### src/rtl/dmem_arbiter_pkg.sv
// rtl/dmem_arbiter_pkg.sv - shared processor types and width defaults for the data-memory arbiter
package dmem_arbiter_pkg;

  localparam int ADDR_W_DEF = 8;
  localparam int DATA_W_DEF = 16;
  localparam int LEN_W_DEF  = 4;

  typedef enum logic [1:0] {
    ST_IDLE   = 2'd0,
    ST_ACCESS = 2'd1,
    ST_RESP   = 2'd2
  } arb_state_t;

endpackage

### src/rtl/dmem_arbiter.sv
// rtl/dmem_arbiter.sv - round-robin CPU/host arbiter for a single-port data memory
module dmem_arbiter
  import dmem_arbiter_pkg::*;
#(
  parameter int ADDR_W = ADDR_W_DEF,
  parameter int DATA_W = DATA_W_DEF,
  parameter int LEN_W  = LEN_W_DEF
) (
  input  logic              Clock,
  input  logic              Reset,
  input  logic              C_Req,
  input  logic              C_Wr,
  input  logic [ADDR_W-1:0] C_Addr,
  input  logic [DATA_W-1:0] C_WData,
  output logic              C_Gnt,
  output logic              C_Done,
  output logic [DATA_W-1:0] C_RData,
  input  logic              H_Req,
  input  logic              H_Wr,
  input  logic [ADDR_W-1:0] H_Addr,
  input  logic [LEN_W-1:0]  H_Len,
  input  logic [DATA_W-1:0] H_WData,
  output logic              H_Gnt,
  output logic              H_Done,
  output logic [DATA_W-1:0] H_RData,
  output logic [ADDR_W-1:0] M_Addr,
  output logic              M_Wr,
  output logic [DATA_W-1:0] M_WData,
  input  logic [DATA_W-1:0] M_RData
);

  arb_state_t        state_q, state_d;
  logic              host_q;       // current transaction belongs to the host
  logic              last_host_q;  // most recent grant went to the host
  logic              first_q;      // next ACCESS is the first beat of the transaction
  logic              wr_q;
  logic [ADDR_W-1:0] addr_q;
  logic [DATA_W-1:0] wdata_q;
  logic [LEN_W-1:0]  beats_q;      // beats remaining after the current one
  logic              pick_host;
  logic              more_beats;

  assign more_beats = host_q && (beats_q != '0);

  // Round-robin pick: a lone requester wins, a tie goes to whoever was not granted last
  always_comb begin
    pick_host = 1'b0;
    if (H_Req && (!C_Req || !last_host_q)) begin
      pick_host = 1'b1;
    end
  end

  // State register
  always_ff @(posedge Clock or negedge Reset) begin
    if (!Reset) begin
      state_q <= ST_IDLE;
    end else begin
      state_q <= state_d;
    end
  end

  // Next state and memory/handshake outputs; everything idles at zero
  always_comb begin
    state_d = state_q;
    C_Gnt   = 1'b0;
    C_Done  = 1'b0;
    C_RData = '0;
    H_Gnt   = 1'b0;
    H_Done  = 1'b0;
    H_RData = '0;
    M_Addr  = '0;
    M_Wr    = 1'b0;
    M_WData = '0;
    case (state_q)
      ST_IDLE: begin
        if (C_Req || H_Req) begin
          state_d = ST_ACCESS;
        end
      end
      ST_ACCESS: begin
        M_Addr  = addr_q;
        M_Wr    = wr_q;
        // host data streams live per beat, CPU data was captured at the grant
        M_WData = host_q ? H_WData : wdata_q;
        C_Gnt   = first_q && !host_q;
        H_Gnt   = first_q && host_q;
        state_d = ST_RESP;
      end
      ST_RESP: begin
        C_Done  = !host_q;
        H_Done  = host_q;
        C_RData = host_q ? '0 : M_RData;
        H_RData = host_q ? M_RData : '0;
        state_d = more_beats ? ST_ACCESS : ST_IDLE;
      end
      default: begin
        state_d = ST_IDLE;
      end
    endcase
  end

  // Transaction context: latched at the grant edge, advanced between burst beats
  always_ff @(posedge Clock or negedge Reset) begin
    if (!Reset) begin
      host_q      <= 1'b0;
      last_host_q <= 1'b1;
      first_q     <= 1'b0;
      wr_q        <= 1'b0;
      addr_q      <= '0;
      wdata_q     <= '0;
      beats_q     <= '0;
    end else begin
      case (state_q)
        ST_IDLE: begin
          if (C_Req || H_Req) begin
            host_q      <= pick_host;
            last_host_q <= pick_host;
            first_q     <= 1'b1;
            wr_q        <= pick_host ? H_Wr : C_Wr;
            addr_q      <= pick_host ? H_Addr : C_Addr;
            wdata_q     <= pick_host ? '0 : C_WData;
            beats_q     <= pick_host ? H_Len : '0;
          end
        end
        ST_ACCESS: begin
          first_q <= 1'b0;
        end
        ST_RESP: begin
          if (more_beats) begin
            addr_q  <= addr_q + 1'b1;
            beats_q <= beats_q - 1'b1;
          end
        end
        default: begin
          first_q <= 1'b0;
        end
      endcase
    end
  end

endmodule

### config.mk
export PLATFORM = sky130hd
export DESIGN_NAME = dmem_arbiter
export DESIGN_NICKNAME = d
export VERILOG_FILES = /design/src/rtl/dmem_arbiter_pkg.sv /design/src/rtl/dmem_arbiter.sv
export SDC_FILE = /design/constraint.sdc
export NUM_CORES = 1
export LEC_CHECK = 0
export CAP_MARGIN = 20
export CORE_ASPECT_RATIO = 1.1
export CORE_MARGIN = 8
export CORE_UTILIZATION = 37
export CTS_CLUSTER_SIZE = 24
export DETAILED_ROUTE_END_ITERATION = 16
export PLACE_DENSITY = 0.8
export SLEW_MARGIN = 20
export SYNTH_ARGS = -nofsm -noshare
export SYNTH_HDL_FRONTEND = slang
export SYNTH_SLANG_ARGS = --single-unit
export TNS_END_PERCENT = 1
### constraint.sdc
create_clock -name Clock -period 2.1 [get_ports Clock]
set_clock_uncertainty 0.1 [all_clocks]
set_input_delay 0.42 -clock Clock [delete_from_list [all_inputs] [get_ports Clock]]
set_output_delay 0.42 -clock Clock [all_outputs]
set_load 0.02 [all_outputs]
[Yosys cells after proc, flatten, opt, wreduce, memory -nomap -nowiden]
Index checks and enable logic that the tools add are counted.
Word-level totals
  bits in registers: 34
  output and inout bits: 61
  logic and storage cells: 58
Operators by class
  bitwise logic cells: 1
  equal/unequal tests: 4
  $add $sub $neg: 2
  muxes and demuxes: 28
  reduce and logical (&&, ||, !) cells: 15
Operators by type and width (number)
  $mux W16: 7
  $mux W8: 4
  $pmux W8 S2: 1
  $mux W4: 3
  $mux W1: 9
  $add A8 B1 Y8 const B: 1
  $pmux W4 S2: 1
  $pmux W2 S3: 1
  $logic_and A1 B1 Y1: 4
  $ne A2 B2 Y1 const B: 2
  $reduce_and A2 Y1: 2
  $reduce_bool A4 Y1: 1
  $sub A4 B1 Y4 const B: 1
  $logic_not A1 Y1: 3
  $reduce_and A3 Y1: 1
  $eq A2 B1 Y1 const B: 1
  $eq A2 B2 Y1 const B: 1
  $logic_not A2 Y1: 1
  $logic_or A1 B1 Y1: 2
  $mux W2: 1
  $pmux W1 S2: 1
  $reduce_bool A2 Y1: 1
  $not A1 Y1: 1

[Depth between registers and ports, before layout]
Gate-level depths: netlist (run 1).
  depth in word-level cells: 7
  gate-level depth with buffers: 9
  mapped depth without buffers: 7

[Worst setup path after synthesis (run 1)]
Ideal clock, no wire load.
  kind: reg-to-output
  start: register host_q
  end: output port H_Gnt
  stages on the path, launching flop included: 5
  path buffers: 2
  required time: 1580 ps
  setup slack: 287 ps
  data arrival time: 1293 ps
  cell sequence: dfrtp_1 buf_2 inv_1 clkbuf_1 nor3_1
Between the ends
  cells in the longest elaborated chain, start to end: 2
RTL lines
  start, declared: RTL line dmem_arbiter.sv:33  | logic host_q;
  start signal, assigned: RTL line dmem_arbiter.sv:116  | host_q <= pick_host;
  $logic_and A1 B1 Y1: RTL line dmem_arbiter.sv:86  | H_Gnt = first_q && host_q;
  $mux W1: RTL line dmem_arbiter.sv:74  | case (state_q)
  end, declared: RTL line dmem_arbiter.sv:23  | output logic H_Gnt,
No other way between the ends.

[Worst setup path in the final report (run 1)]
  start: register state_q[0]
  end: output port C_RData[9]
Between the ends
  cells in the longest elaborated chain, start to end: 2
RTL lines
  start, declared: RTL line dmem_arbiter.sv:32  | arb_state_t state_q, state_d;
  start signal, assigned: RTL line dmem_arbiter.sv:58  | state_q <= state_d;
  $eq A2 B2 Y1: RTL line dmem_arbiter.sv:74
  $mux W16: RTL line dmem_arbiter.sv:74
  end, declared: RTL line dmem_arbiter.sv:17  | output logic [DATA_W-1:0] C_RData,
No other way between the ends.

==> impl_metrics.json, run 1 <==
{
  "clock_latency_ns": 0.29,
  "grt_pass1_wl_microns": 12700,
  "p_int_w": 0.00266,
  "core_area_sq_um": 5730,
  "clockPowerShare": 0.103,
  "grt_use_total": 0.187,
  "finalSetupViolCount": 0,
  "wire_per_inst_microns": 16.8,
  "clockBufferDepth": 2,
  "setup_ws_ns": 0.0142,
  "period_share": 0.993,
  "clk_pin_slew_worst_paths_ns": 0.07,
  "critical_path_required_ns": 1.58,
  "gp_congestion": 0.843,
  "htreeDepth": 2,
  "diodes": 0,
  "hold_ws_ns": 0.412,
  "sw_frac_of_total": 0.456,
  "hold_class": "register to register",
  "synth_seq_cells": 34,
  "drc": 0,
  "drtIter0Drc": 97,
  "slew-limit-headroom": 0.584,
  "drive_gt1_frac": 0.238,
  "dpl.cell_count": 459,
  "initial_utilization": 0.381,
  "critPathKind": "register to output port",
  "die_h_microns": 96.6,
  "cp-end-kind": "output port",
  "p_comb_frac": 0.633,
  "yosysSeqAreaShare": 0.390,
  "hold_depth": 1,
  "ys_warn_count": 0,
  "synth.cell_area_sq_um": 2190,
  "n_fill_cell": 507,
  "rsz0062_at_grt": "true",
  "die_area_sq_um": 8630,
  "io_pins": 135,
  "finalMaxSlewViolations": 0,
  "async_flop_share": 1.00,
  "synthesis.nets": 327,
  "ys_types": 41,
  "dp_hpwl_microns": 6150,
  "crit_fanout": 32,
  "grt_max_degree": 35,
  "drtPass1Iterations": 4,
  "hold_viol_final": 0,
  "synth_edf_count": 0,
  "root_buffer": "clkbuf_8",
  "cts_tree": "done",
  "via_count": 2358,
  "cts_sinks": 34,
  "drt-total-wl_microns": 7860,
  "synth_top_area_frac": 0.378,
  "reg2reg_depth": 7,
  "max_freq_mhz": 479,
  "fin_crit_ns": 2.09,
  "p_per_area_nw_per_um2": 1300,
  "grt_overflow_total": 0,
  "fin_nets": 465,
  "power_w": 0.00488,
  "seqPwrFrac": 0.264,
  "peakVddDrop_mv": 0.731,
  "drv_cap": 0,
  "arrival_ns": 1.57,
  "stdcell_count": 467,
  "ant_nets": 0,
  "cts_inserted_buffers": 5,
  "postCtsSetupRepairBufs": 0,
  "status": "completed",
  "tightest_slew_ns": 0.623,
  "switching_power_w": 0.00222,
  "grt_pass1_vias": 2480,
  "row_count": 29,
  "synth_area_leader_cell": "dfrtp_1",
  "cp-start-kind": "register",
  "postSynthCellCount": 251,
  "antenna_found_initial": 0,
  "io_buffers": 134,
  "power_leakage_nw": 1.75,
  "syn_to_final_growth_pct": 71.3,
  "viasPerCell": 5.05,
  "die_w_microns": 89.3,
  "pre_cts_ws_ns": -0.128,
  "synth_top_flop_cell": "dfrtp_1",
  "synth_area_leaders": "dfrtp_1 38%, and3_1 9.4%, mux2i_1 7.8%, a22o_1 6.8%, a21oi_1 5.0%",
  "postSynthAreaPerCell_sq_um": 8.71
}
[cell families after synthesis]
logic type,share of synthesized area
buf+inv,0.0698
simple gates,0.243
mux,0.0778
fa+ha+maj,0.0114
flops,0.390
compound gates,0.209
[power by group through the flow]
stage / clock [W] / combinational [W] / sequential [W]
4_1_cts: 0.000523 / 0.00315 / 0.00129
6_report: 0.000503 / 0.00309 / 0.00129
3_5_place_dp: 0 / 0.00328 / 0.00127
2_1_floorplan: 0 / 0.00202 / 0.00119
3_3_place_gp: 0 / 0.00320 / 0.00127
5_1_grt: 0.000542 / 0.00340 / 0.00134
[cells in the final DEF, fill, tap and decap left out, types with 2 or more instances in the layout]
master | Yosys | layout
nand2_1 | 12 | 12
nor2_1 | 26 | 26
buf_2 | 7 | 2
clkdlybuf4s50_1 | 0 | 73
a21o_1 | 3 | 3
and3_1 | 33 | 33
clkdlybuf4s15_2 | 0 | 34
a22o_1 | 17 | 17
o21ai_0 | 6 | 6
a31oi_1 | 2 | 2
and2_1 | 7 | 7
mux2i_1 | 17 | 17
buf_4 | 1 | 14
clkdlybuf4s15_1 | 0 | 6
a311oi_1 | 3 | 3
inv_1 | 10 | 9
ha_1 | 2 | 2
dfrtp_1 | 33 | 32
clkbuf_2 | 0 | 17
dlygate4sd2_1 | 0 | 2
buf_12 | 0 | 3
o21ai_1 | 4 | 4
nand4_1 | 2 | 2
clkbuf_8 | 0 | 6
nor3_1 | 7 | 6
nand3_1 | 3 | 3
a21oi_1 | 22 | 22
[critical path, cell delays in order (launching register included)]
cell and delay (ns):
dfrtp_1 0.44, nor2b_2 0.20, buf_12 0.18, and3_1 0.17, clkdlybuf4s15_2 0.27
[flip-flops by register name (all words and copies together), names as in the netlist]
register / flops
beats_q: 4
wr_q: 1
wdata_q: 16
last_host_q: 1
addr_q: 8
first_q: 1
state_q: 2
host_q: 1
[worst paths after layout]
check	start	end	slack [ns]
max reg2reg	beats_q[0]	addr_q[0]	0.23
max	state_q[0]	C_RData[9]	0.01
min reg2reg	wdata_q[0]	wdata_q[0]	0.41
min	wdata_q[0]	wdata_q[0]	0.41
max in group asynchronous	Reset	last_host_q	1.14
min in group asynchronous	Reset	wdata_q[3]	0.43
[routing by layer]
metal,global-route usage,vias to the layer above,share of wire
met2,0.295,107,0.47
li1,-,1177,-
met1,0.225,1065,0.41
met5,0,-,0
met3,0.0711,9,0.098
met4,0.0590,0,0.014
[area by class of cell]
| type | count | area, sq um | share of cell area |
|---|---|---|---|
| Clock inverter | 2 | 12.5 | 0.00334 |
| Multi-Input combinational cell | 185 | 1190 | 0.319 |
| Tap cell | 77 | 96.3 | 0.0257 |
| Inverter | 11 | 46.3 | 0.0124 |
| Timing Repair Buffer | 152 | 1460 | 0.390 |
| Sequential cell | 34 | 853 | 0.228 |
| Clock buffer | 6 | 82.6 | 0.0220 |
[cell usage after synthesis (all sizes together), types with 3 or more instances]
master	number
and3	33
o21ai	10
a21oi	23
mux2i	17
nor2	27
and2	7
inv	10
nor3	7
nand2	12
a311oi	3
clkbuf	11
nand3	4
dfrtp	33
buf	10
a21o	3
a22o	17
[metrics by stage]
step / cell area [sq um] / setup TNS, ns / utilization
3_5_place_dp: 3690 / -3.54 / 0.644
4_1_cts: 3830 / 0 / 0.668
6_report: 3750 / 0 / 0.654
5_1_grt: 3750 / -1.61 / 0.654
2_1_floorplan: 2190 / 0 / -
3_3_place_gp: 3690 / -2.76 / 0.644
[repair_timing]
action | in CTS | in global routing
hold buffers | 0 | 0
endpoints found under the setup margin | 61 | 59
hold endpoints to repair | 0 | 0
gates resized for setup | 148 | 33
(Power assumes the default switching activity.)
==> run 2, diff against run 1 <==
--- a/config.mk
+++ b/config.mk
@@ -7,7 +7,7 @@
 export LEC_CHECK = 0
 export CAP_MARGIN = 20
 export CORE_ASPECT_RATIO = 1.1
-export CORE_MARGIN = 8
+export CORE_MARGIN = 2
 export CORE_UTILIZATION = 37
 export CTS_CLUSTER_SIZE = 24
 export DETAILED_ROUTE_END_ITERATION = 16
==> impl_metrics.json, run 2 (synthesized netlist as in run 1, its figures left out) <==
{
  "status": "completed",
  "cts_tree": "done",
  "drc": 0,
  "period_share": 0.973,
  "finalMaxSlewViolations": 0,
  "seqPwrFrac": 0.260,
  "grt_pass1_wl_microns": 11700,
  "die_h_microns": 84.6,
  "cts_sinks": 34,
  "arrival_ns": 1.52,
  "io_pins": 135,
  "slew-limit-headroom": 0.559,
  "htreeDepth": 2,
  "root_buffer": "clkbuf_8",
  "largest_reg_flops": 16,
  "clockPowerShare": 0.126,
  "row_count": 29,
  "clock_latency_ns": 0.28,
  "hold_depth": 1,
  "drtIter0Drc": 93,
  "clockBufferDepth": 2,
  "reg.largest.list": "wdata_q (16), addr_q (8), beats_q (4)",
  "power_w": 0.00489,
  "grt_max_degree": 35,
  "n_fill_cell": 554,
  "finalSetupViolCount": 0,
  "rsz0062_at_grt": "true",
  "p_comb_frac": 0.614,
  "tightest_slew_ns": 0.660,
  "syn_to_final_growth_pct": 62.4,
  "cts_inserted_buffers": 5,
  "gp_congestion": 0.854,
  "critical_path_required_ns": 1.58,
  "dp_hpwl_microns": 5380,
  "power_leakage_nw": 1.80,
  "switching_power_w": 0.00219,
  "sw_frac_of_total": 0.448,
  "die_w_microns": 77.3,
  "p_int_w": 0.00270,
  "fin_util": 0.620,
  "reg2reg_depth": 7,
  "hold_class": "register to register",
  "io_buffers": 134,
  "wire_per_inst_microns": 15.2,
  "cp-start-kind": "register",
  "initial_utilization": 0.381,
  "largest_register": "wdata_q",
  "cp-end-kind": "output port",
  "drive_gt1_frac": 0.244,
  "core_area_sq_um": 5730,
  "grt_use_total": 0.221,
  "diodes": 0,
  "hold_viol_final": 0,
  "die_area_sq_um": 6540,
  "grt_pass1_vias": 2415,
  "antenna_found_initial": 0,
  "layout.cells.most_common": "clkdlybuf4s50_1",
  "max_freq_mhz": 489,
  "p_per_area_nw_per_um2": 1380,
  "via_count": 2414,
  "drv_cap": 0,
  "clk_pin_slew_worst_paths_ns": 0.07,
  "critPathKind": "register to output port",
  "final_cell_mix": "73 x clkdlybuf4s50_1, 56 x clkbuf_2, 33 x and3_1, 33 x dfrtp_1, 26 x nor2_1",
  "peakVddDrop_mv": 0.677,
  "drt-total-wl_microns": 7120,
  "grt_overflow_total": 0,
  "ant_nets": 0,
  "fin_crit_ns": 2.04,
  "viasPerCell": 5.17,
  "crit_fanout": 18,
  "drtPass1Iterations": 5,
  "fin_nets": 465
}
## run 2: cell count changes in the layout (fill, tap and decap cells not counted), sizes merged
cell,previous run,this run
clkbuf,23,63
dlymetal6s2s,0,1
inv,10,9
buf,20,19
dlygate4sd2,2,1
clkinv,2,1
bufinv,0,1
clkdlybuf4s15,40,2
## run 2: what timing repair did
item	4_1_cts	5_1_grt
endpoints found under the hold margin	0	0
endpoints found under the setup margin	61	61
pin swaps	0	0
setup buffers	0	0
resized for setup	72	114
hold buffers	0	0
## run 2: power groups by stage
stage	clock network, W	logic (W)	registers, W
after floorplan	0	0.00202	0.00119
after CTS	0.000629	0.00307	0.00126
after global placement	0	0.00321	0.00125
final	0.000617	0.00300	0.00127
after detailed placement	0	0.00328	0.00125
after global routing	0.000657	0.00330	0.00131
## run 2: path summary, 6_finish.rpt
check	slack, ns	to	from
max	0.06	H_Gnt	state_q[1]
min reg2reg	0.41	wdata_q[1]	wdata_q[1]
min	0.41	wdata_q[1]	wdata_q[1]
max in group asynchronous	1.11	last_host_q	Reset
min in group asynchronous	0.45	wdata_q[1]	Reset
max reg2reg	0.19	addr_q[0]	beats_q[0]
## run 2: final cells by class
type	instances	area, sq um	share of cell area
clock buffers	7	86.3	0.0243
flip-flops and latches	34	852	0.240
repair buffers	152	1250	0.352
well taps	77	96.3	0.0271
multi-input cells	185	1190	0.334
inverters	11	50.0	0.0141
clock inverters	1	30.0	0.00845
## run 2: stage by stage
| stage | area [sq um] | std cells | TNS [ns] | setup slack, ns | hold slack (ns) |
|---|---|---|---|---|---|
| after floorplan | 2190 | 251 | 0 | 0.287 | 0.0244 |
| after global routing | 3550 | 467 | -0.0617 | -0.0617 | 0.431 |
| after detailed placement | 3710 | 459 | -3.47 | -0.0867 | 0.384 |
| after global placement | 3710 | 459 | -2.56 | -0.0936 | 0.355 |
| after CTS | 3760 | 467 | -0.143 | -0.143 | 0.414 |
| final | 3550 | 467 | 0 | 0.0557 | 0.414 |
## run 2: worst max-delay path: stages, from the launching register on
cell and delay (ns):
dfrtp_1 0.39, nand2b_1 0.23, buf_12 0.19, nor3_1 0.13, clkdlybuf4s15_2 0.30
## run 2: metal layers
layer / GRT usage / wire, microns / up-vias
met4: 0.0747 / 133 / 0
met2: 0.369 / 3520 / 103
met3: 0.0645 / 526 / 11
met1: 0.275 / 2940 / 1125
li1: - / - / 1175
met5: 0 / 0 / -
==> run 3, diff against run 2 <==
--- a/config.mk
+++ b/config.mk
@@ -11,6 +11,7 @@
 export CORE_UTILIZATION = 37
 export CTS_CLUSTER_SIZE = 24
 export DETAILED_ROUTE_END_ITERATION = 16
+export MAX_ROUTING_LAYER = met4
 export PLACE_DENSITY = 0.8
 export SLEW_MARGIN = 20
 export SYNTH_ARGS = -nofsm -noshare
==> impl_metrics.json, run 3 (synthesized netlist as in run 1, its figures left out) <==
{
  "grt_pass1_vias": 2412,
  "power_w": 0.00489,
  "initial_utilization": 0.381,
  "stdcell_count": 467,
  "drc": 0,
  "reg.largest.list": "wdata_q (16), addr_q (8), beats_q (4)",
  "cts_tree": "done",
  "drtIter0Drc": 80,
  "hold_class": "register to register",
  "multi_input_area_sq_um": 1190,
  "critPathKind": "register to output port",
  "io_pins": 135,
  "hold_viol_final": 0,
  "slowest_delay_ns": 0.39,
  "die_w_microns": 77.3,
  "drv_cap": 0,
  "tightest_slew_ns": 0.654,
  "postCtsSetupRepairBufs": 0,
  "core_area_sq_um": 5730,
  "clockBufferDepth": 2,
  "cp_slowest_cell": "dfrtp_1",
  "fin_nets": 465,
  "status": "completed",
  "finalMaxSlewViolations": 0,
  "finalSetupViolCount": 0,
  "p_per_area_nw_per_um2": 1380,
  "slew-limit-headroom": 0.564,
  "fin_crit_ns": 2.05,
  "rsz0062_at_grt": "true",
  "htreeDepth": 2,
  "critical_path_required_ns": 1.58,
  "cts_hold_buf": 0,
  "pre_cts_ws_ns": -0.0867,
  "drive_gt1_frac": 0.241,
  "cp-start-kind": "register",
  "dpl.cell_count": 459,
  "largest_register": "wdata_q",
  "arrival_ns": 1.53,
  "n_fill_cell": 554,
  "antenna_found_initial": 0,
  "via_count": 2393,
  "crit_chain": "nand2b_1 -> buf_12 -> nor3_1 -> clkdlybuf4s15_2",
  "die_h_microns": 84.6,
  "clk_pin_slew_worst_paths_ns": 0.07,
  "drtPass1Iterations": 5,
  "clock_latency_ns": 0.28,
  "power_leakage_nw": 1.80,
  "peakVddDrop_mv": 0.673,
  "grt_max_degree": 35,
  "regArea_sq_um": 852,
  "io_buffers": 134,
  "viasPerCell": 5.12,
  "cts_resized": 72,
  "max_freq_mhz": 489,
  "setup_ws_ns": 0.0536,
  "gp_congestion": 0.868,
  "row_count": 29,
  "cts_sinks": 34,
  "root_buffer": "clkbuf_8",
  "dp_hpwl_microns": 5380,
  "largest_reg_flops": 16,
  "crit_fanout": 18,
  "grt_overflow_total": 0,
  "wire_per_inst_microns": 15.3,
  "layout.cells.most_common": "clkdlybuf4s50_1",
  "cp-end-kind": "output port",
  "cts_inserted_buffers": 5,
  "grt_pass1_wl_microns": 11700,
  "period_share": 0.974,
  "syn_to_final_growth_pct": 62.6,
  "final_cell_mix": "73 x clkdlybuf4s50_1, 55 x clkbuf_2, 33 x and3_1, 33 x dfrtp_1, 26 x nor2_1",
  "ant_nets": 0,
  "die_area_sq_um": 6540,
  "grt_use_total": 0.228,
  "drt-total-wl_microns": 7120,
  "diodes": 0
}
[run 3: where the power goes]
part | internal [W] | switching, W
sequential | 0.00101 | 0.000264
combinational | 0.00131 | 0.00169
clock | 0.000387 | 0.000230
total | 0.00270 | 0.00219
[run 3: cell type report]
type	instances	area share
repair buffers	152	0.353
inverters	11	0.0141
flip-flops and latches	34	0.240
clock buffers	7	0.0243
clock inverters	1	0.00844
multi-input cells	185	0.333
well taps	77	0.0271
[run 3: worst paths after layout]
check / start / end / slack (ns) / cells after the start
max: state_q[1] / H_Gnt / 0.05 / 4
min: wdata_q[1] / wdata_q[1] / 0.41 / 1
max in group asynchronous: Reset / last_host_q / 1.11 / 2
min in group asynchronous: Reset / wdata_q[1] / 0.45 / 2
max reg2reg: beats_q[0] / addr_q[0] / 0.20 / 7
min reg2reg: wdata_q[1] / wdata_q[1] / 0.41 / 1
[run 3: critical path, delay by kind of cell, from the launching register on]
family | cells | cell delay (ns)
AND/OR/NAND/NOR | 2 | 0.36
buffers and inverters | 2 | 0.49
flip-flops | 1 | 0.39
[run 3: layer usage]
metal  global-route usage  wire, microns
met5                    -              0
met2                0.368           3500
met4               0.0779            150
met3               0.0570            520
met1                0.279           2950
[run 3: through the flow]
step	utilization	hold WS (ns)	setup TNS, ns	cell area (sq um)
2_1_floorplan	-	0.0244	0	2190
3_3_place_gp	0.646	0.355	-2.56	3710
3_5_place_dp	0.646	0.384	-3.47	3710
4_1_cts	0.656	0.414	-0.143	3760
5_1_grt	0.620	0.431	-0.138	3560
6_report	0.620	0.411	0	3560
